**src/rtl/instr_fetch_if.sv**
```systemverilog
// Instruction-memory bus between the fetch stage and the instruction memory.
// Single-beat request/acknowledge: the master holds imem_req/imem_addr until
// imem_ack, which may arrive in the same cycle as the request or later.
interface instr_fetch_if;
    logic        imem_req;
    logic [31:0] imem_addr;
    logic        imem_ack;
    logic [31:0] imem_rdata;

    modport master (
        output imem_req,
        output imem_addr,
        input  imem_ack,
        input  imem_rdata
    );

    modport slave (
        input  imem_req,
        input  imem_addr,
        output imem_ack,
        output imem_rdata
    );
endinterface

```
**src/rtl/instr_fetch.sv**
```systemverilog
// Instruction fetch stage with IF/ID register, one-entry skid buffer for
// decode stalls, and a drop state that swallows the response of a request
// that was already outstanding when a redirect arrived.
module instr_fetch #(
    parameter logic [31:0] RESET_PC = 32'h0000_0000
) (
    input  logic                 clk,
    input  logic                 reset,
    input  logic                 stall_d,
    input  logic                 redirect,
    input  logic [31:0]          redirect_pc,
    instr_fetch_if.master        imem,
    output logic [31:0]          instr_d,
    output logic [31:0]          pc_plus4_d,
    output logic                 valid_d,
    output logic [5:0]           op_d,
    output logic [5:0]           funct_d
);

    typedef enum logic [1:0] {
        S_FETCH = 2'd0,   // request outstanding at addr_q
        S_HOLD  = 2'd1,   // response parked in skid buffer, decode stalled
        S_DROP  = 2'd2    // old request still in flight, its data is discarded
    } state_t;

    state_t      state_q, state_d;
    logic [31:0] addr_q, addr_d;          // address currently presented to memory
    logic [31:0] pc_q, pc_d;              // fetch address to resume from after a drop
    logic [31:0] ifid_instr_q, ifid_instr_d;
    logic [31:0] ifid_pc4_q, ifid_pc4_d;
    logic        ifid_valid_q, ifid_valid_d;
    logic [31:0] skid_instr_q, skid_instr_d;
    logic [31:0] skid_pc4_q, skid_pc4_d;
    logic        skid_valid_q, skid_valid_d;

    logic [31:0] target;
    logic [31:0] addr_inc;

    // Redirect targets are forced word aligned; all address math wraps mod 2^32.
    assign target   = redirect_pc & 32'hFFFF_FFFC;
    assign addr_inc = addr_q + 32'd4;

    // Next-state and datapath update for the fetch controller.
    always_comb begin
        state_d      = state_q;
        addr_d       = addr_q;
        pc_d         = pc_q;
        ifid_instr_d = ifid_instr_q;
        ifid_pc4_d   = ifid_pc4_q;
        ifid_valid_d = ifid_valid_q;
        skid_instr_d = skid_instr_q;
        skid_pc4_d   = skid_pc4_q;
        skid_valid_d = skid_valid_q;

        // A redirect always flushes IF/ID and the skid buffer, even when stalled.
        if (redirect) begin
            ifid_instr_d = 32'h0000_0000;
            ifid_valid_d = 1'b0;
            skid_valid_d = 1'b0;
        end

        case (state_q)
            S_FETCH: begin
                if (redirect) begin
                    if (imem.imem_ack) begin
                        // Response completes this cycle: drop it and restart at target.
                        addr_d = target;
                    end else begin
                        // Request still pending: keep address stable until it completes.
                        pc_d    = target;
                        state_d = S_DROP;
                    end
                end else if (imem.imem_ack) begin
                    addr_d = addr_inc;
                    pc_d   = addr_inc;
                    if (stall_d) begin
                        skid_instr_d = imem.imem_rdata;
                        skid_pc4_d   = addr_inc;
                        skid_valid_d = 1'b1;
                        state_d      = S_HOLD;
                    end else begin
                        ifid_instr_d = imem.imem_rdata;
                        ifid_pc4_d   = addr_inc;
                        ifid_valid_d = 1'b1;
                    end
                end
            end
            S_HOLD: begin
                if (redirect) begin
                    addr_d  = target;
                    pc_d    = target;
                    state_d = S_FETCH;
                end else if (!stall_d) begin
                    ifid_instr_d = skid_instr_q;
                    ifid_pc4_d   = skid_pc4_q;
                    ifid_valid_d = skid_valid_q;
                    skid_valid_d = 1'b0;
                    state_d      = S_FETCH;
                end
            end
            S_DROP: begin
                if (redirect) begin
                    pc_d = target;
                end
                if (imem.imem_ack) begin
                    // A redirect landing together with the ack still wins.
                    addr_d  = redirect ? target : pc_q;
                    state_d = S_FETCH;
                end
            end
            default: begin
                state_d = S_FETCH;
            end
        endcase
    end

    // State and datapath registers with synchronous reset.
    always_ff @(posedge clk) begin
        if (reset) begin
            state_q      <= S_FETCH;
            addr_q       <= RESET_PC;
            pc_q         <= RESET_PC;
            ifid_instr_q <= 32'h0000_0000;
            ifid_pc4_q   <= 32'h0000_0000;
            ifid_valid_q <= 1'b0;
            skid_instr_q <= 32'h0000_0000;
            skid_pc4_q   <= 32'h0000_0000;
            skid_valid_q <= 1'b0;
        end else begin
            state_q      <= state_d;
            addr_q       <= addr_d;
            pc_q         <= pc_d;
            ifid_instr_q <= ifid_instr_d;
            ifid_pc4_q   <= ifid_pc4_d;
            ifid_valid_q <= ifid_valid_d;
            skid_instr_q <= skid_instr_d;
            skid_pc4_q   <= skid_pc4_d;
            skid_valid_q <= skid_valid_d;
        end
    end

    // No request while in reset or while a response is parked.
    assign imem.imem_req  = !reset && (state_q != S_HOLD);
    assign imem.imem_addr = addr_q;

    assign instr_d    = ifid_instr_q;
    assign pc_plus4_d = ifid_pc4_q;
    assign valid_d    = ifid_valid_q;
    assign op_d       = ifid_instr_q[31:26];
    assign funct_d    = ifid_instr_q[5:0];

endmodule

```
**src/flat_wrapper.sv**
```systemverilog
// flat-port wrapper written by rule: the top's interface ports become plain ports
module instr_fetch_flat 
#(
    parameter logic [31:0] RESET_PC = 32'h0000_0000
)
  (clk, reset, stall_d, redirect, redirect_pc, instr_d, pc_plus4_d, valid_d, op_d, funct_d, imem_imem_req, imem_imem_addr, imem_imem_ack, imem_imem_rdata);
  instr_fetch_if imem_i ();
  input  logic clk;
  input  logic reset;
  input  logic stall_d;
  input  logic redirect;
  input  logic [31:0] redirect_pc;
  output logic [31:0] instr_d;
  output logic [31:0] pc_plus4_d;
  output logic valid_d;
  output logic [5:0] op_d;
  output logic [5:0] funct_d;
  output wire logic [$bits(imem_i.imem_req)-1:0] imem_imem_req;
  output wire logic [$bits(imem_i.imem_addr)-1:0] imem_imem_addr;
  input wire logic [$bits(imem_i.imem_ack)-1:0] imem_imem_ack;
  input wire logic [$bits(imem_i.imem_rdata)-1:0] imem_imem_rdata;
  assign imem_imem_req = imem_i.imem_req;
  assign imem_imem_addr = imem_i.imem_addr;
  assign imem_i.imem_ack = imem_imem_ack;
  assign imem_i.imem_rdata = imem_imem_rdata;
  instr_fetch #(.RESET_PC(RESET_PC)) u_core (.clk(clk), .reset(reset), .stall_d(stall_d), .redirect(redirect), .redirect_pc(redirect_pc), .imem(imem_i), .instr_d(instr_d), .pc_plus4_d(pc_plus4_d), .valid_d(valid_d), .op_d(op_d), .funct_d(funct_d));
endmodule
```
**config.mk**
```make
export PLATFORM = sky130hd
export DESIGN_NAME = instr_fetch_flat
export DESIGN_NICKNAME = d
export VERILOG_FILES = /design/src/rtl/instr_fetch_if.sv /design/src/rtl/instr_fetch.sv /design/src/flat_wrapper.sv
export SDC_FILE = /design/constraint.sdc
export NUM_CORES = 1
export LEC_CHECK = 0
export ABC_AREA = 1
export CAP_MARGIN = 15
export CORE_UTILIZATION = 30
export CTS_CLUSTER_DIAMETER = 120
export DETAILED_ROUTE_END_ITERATION = 6
export MAX_ROUTING_LAYER = met4
export PLACE_DENSITY = 0.49
export SLEW_MARGIN = 0
export SYNTH_ARGS = -nofsm -noshare
export SYNTH_HDL_FRONTEND = slang
export SYNTH_SLANG_ARGS = --single-unit
```
**constraint.sdc**
```tcl
create_clock -name clk -period 5 [get_ports clk]
set_input_delay 1 -clock clk [delete_from_list [all_inputs] [get_ports clk]]
set_output_delay 1 -clock clk [all_outputs]
set_load 0.005 [all_outputs]
```
==> results by group <==
STA
  • Fin crit period: 3120 ps
  • # setup viols final: 0
  • Slew Limit Fails: 0
  • Worst Max-Slew Pin Slew: 1140 ps
  • Final worst-path cycle share: 62.4%
  • Setup TNS: 0 ps
  • Worst Clk Skew: 20.6 ps
  • Final hold vios: 0
  • Worst relative slew slack: 24.2%
  • Max frequency: 321 MHz
  • RSZ-0062 raised after global routing: false

Place
  • I/O Buffers: 176
  • Detail Placement HPWL: 20800 um
  • Final weighted congestion in routability-driven placement: 0.836

Routing
  • DR vias: 9515
  • WL/cell: 16.9 um
  • TritonRoute pass-1 iters: 5
  • Post-DRT Antenna Nets: 0
  • Starting DRC count in detailed routing: 696
  • DRC: 0
  • Vias per Instance: 5.01
  • Routed WL: 32000 um

Critical path
  • R2r endpoint: u_core.pc_plus4_d[11]$_SDFFE_PP0P_
  • WP data required: 4000 ps
  • Critical Path Source: u_core.state_q[1]$_SDFFE_PP0P_
  • R2r setup slk: 2140 ps
  • Crit path capture: imem_imem_req
  • Critical path type: flip-flop to output port
  • Register-to-Register Path Depth: 8
  • Critical register-to-register path startpoint: u_core.state_q[1]$_SDFFE_PP0P_
  • Critical Path Source Type: flip-flop
  • Crit-path max FO: 16
  • Endpoint class of the critical path: output port
  • Worst EP arrival: 2120 ps

Finish
  • Most common cell after layout, fill and taps aside: nand2_1
  • Synth-to-Final Area Change: 26.3%
  • Antenna diodes: 0
  • Final nets: 1565
  • FILL cells: 3261
  • Layout cells sized above 1: 5.26%
  • Most frequent cells in the layout: 330 x nand2_1, 196 x dfxtp_1, 177 x nor2_1

Clocking
  • Worst-path clk slew: 80 ps
  • CTS Sinks: 196
  • Max Buffers Root-to-Sink: 2
  • Post-CTS Resized: 0
  • Root Buffer: clkbuf_16
  • Setup Fix Bufs, Post-CTS: 0
  • CTS Buf Count: 17
  • Skew-Pair Late Insertion Delay: 450 ps
  • Hold_buf cts: 0
  • CTS tree: done
  • H-tree Lvls: 4

Logic synthesis
  • Yosys Warn Count: 0
  • Mapped Cells: 1383
  • Main synth FF type: dfxtp_1
  • Number of flops mapped to enable cells by yosys: 0
  • Synth Register Bits: 196
  • Sequential share of the synthesized area: 41.3%
  • Asr flop ratio synth: 0%
  • Netlist cell types: 36
  • Post-synthesis cell area: 9510 sq um
  • Avg Cell Area, Syn: 6.88 sq um
  • Syn nets: 1458

Power and ir drop
  • Clock share of power: 33.0%
  • Comb power frac: 25.0%
  • Internal power: 2.93 mW
  • Sw frac: 35.0%
  • Pleak: 4.73 nW
  • Max rail drop VDD: 0.226 mV
  • Sequential share of power: 41.9%
  • PD cells: 376 nW/um^2
  • Design Power: 4.51 mW
  • Psw: 1.58 mW

Die
  • Starting density of the core: 30.8%
  • Ports: 179
  • Die Wd: 180 um
  • Die area: 32400 sq um
  • Die Y: 180 um
  • Rows: 64
  • Core Footprint: 30900 sq um

Min path
  • Hold/Removal Path Class: flip-flop to flip-flop

Global routing
  • Total Routing Usage GR: 20.1%
  • First-pass GRT wire length: 49900 um
  • Global route overflow: 0
  • Vias in the first global route: 8696
  • Largest net degree at the start of global routing: 99
  • Initial antenna violation count: 0

Run
  • Max-Cap Viols: 0

Outcome
  • Outcome: finished clean
==> worst max-delay path: stages, from the launching register on <==
cell and delay (ps):
dfxtp_1 410, inv_1 90, ha_1 420, nor2_1 180, clkdlybuf4s50_1 580
==> layout make-up <==
type,instances,area [sq um],share of cell area [%]
multi-input combinational,997,4750,39.6
inverter,86,324,2.70
clock buffer,17,425,3.54
timing repair buffer,192,1870,15.6
clock inverter,15,220,1.83
tap,396,495,4.12
sequential,196,3920,32.7
==> per-layer routing <==
layer	track usage [%]	vias up	wire, um
met5	-	-	0
met4	4.89	0	344
met3	2.97	22	1650
met2	31.0	293	14300
met1	27.5	4390	15700
li1	-	4810	-
==> cell usage after synthesis, types with 6 or more instances <==
master	count	area [sq um]
a21oi_1	167	836
a221oi_1	31	272
a31oi_1	36	225
buf_2	22	110
buf_4	18	135
clkbuf_1	55	206
dfxtp_1	196	3920
ha_1	6	75.1
inv_1	78	293
inv_2	8	30.0
nand2_1	330	1240
nand3_1	15	75.1
nand3b_1	6	45.0
nor2_1	177	664
o211ai_1	8	60.1
o21ai_0	172	861
or2_2	6	37.5
xor2_1	11	96.3
==> metrics by stage <==
stage	setup WS, ps	utilization, %	cell area, sq um	cells	hold WS (ps)
after floorplan	2380	-	9510	1383	440
after global placement	1580	36.8	11400	1867	451
after detailed placement	1580	36.8	11400	1867	462
after CTS	1860	38.9	12000	1899	474
after global routing	1740	38.9	12000	1899	493
final	1880	38.9	12000	1899	469
==> power by group through the flow <==
stage / registers [mW] / logic, mW / clock network [mW]
after floorplan: 1.89 / 0.652 / 0
after global placement: 1.93 / 1.12 / 0
after detailed placement: 1.93 / 1.13 / 0
after CTS: 1.89 / 1.13 / 1.53
after global routing: 1.92 / 1.25 / 1.59
final: 1.89 / 1.13 / 1.49
==> sequential cells by signal, indices dropped and copies added, names as in the netlist <==
register	flops
u_core.pc_plus4_d	32
u_core.skid_valid_q	1
u_core.imem.imem_addr	32
u_core.skid_pc4_q	32
u_core.skid_instr_q	32
u_core.pc_q	32
u_core.state_q	2
u_core.valid_d	1
u_core.instr_d	32
==> logic make-up after synthesis <==
group                    synth area share [%]
buffers and inverters                    8.76
AND/OR/NAND/NOR                          23.4
flip-flops                               41.3
adder cells (fa/ha/maj)                 0.789
AO/OA/AOI/OAI                            24.5
XOR/XNOR                                 1.29
==> worst min-delay path by stage <==
stage                                            from                                end  slack, ps  cells past startpoint
floorplan                 u_core.pc_q[0]$_SDFFE_PP0P_        u_core.pc_q[0]$_SDFFE_PP0P_        440                      2
CTS                       u_core.pc_q[0]$_SDFFE_PP0P_        u_core.pc_q[0]$_SDFFE_PP0P_        470                      2
finish              u_core.skid_pc4_q[2]$_SDFFE_PP0P_  u_core.pc_plus4_d[2]$_SDFFE_PP0P_        470                      2
detailed placement        u_core.pc_q[0]$_SDFFE_PP0P_        u_core.pc_q[0]$_SDFFE_PP0P_        460                      2
global placement          u_core.pc_q[0]$_SDFFE_PP0P_        u_core.pc_q[0]$_SDFFE_PP0P_        450                      2
global route        u_core.skid_pc4_q[2]$_SDFFE_PP0P_  u_core.pc_plus4_d[2]$_SDFFE_PP0P_        490                      2
No activity file was read; power rests on OpenSTA's default activity.
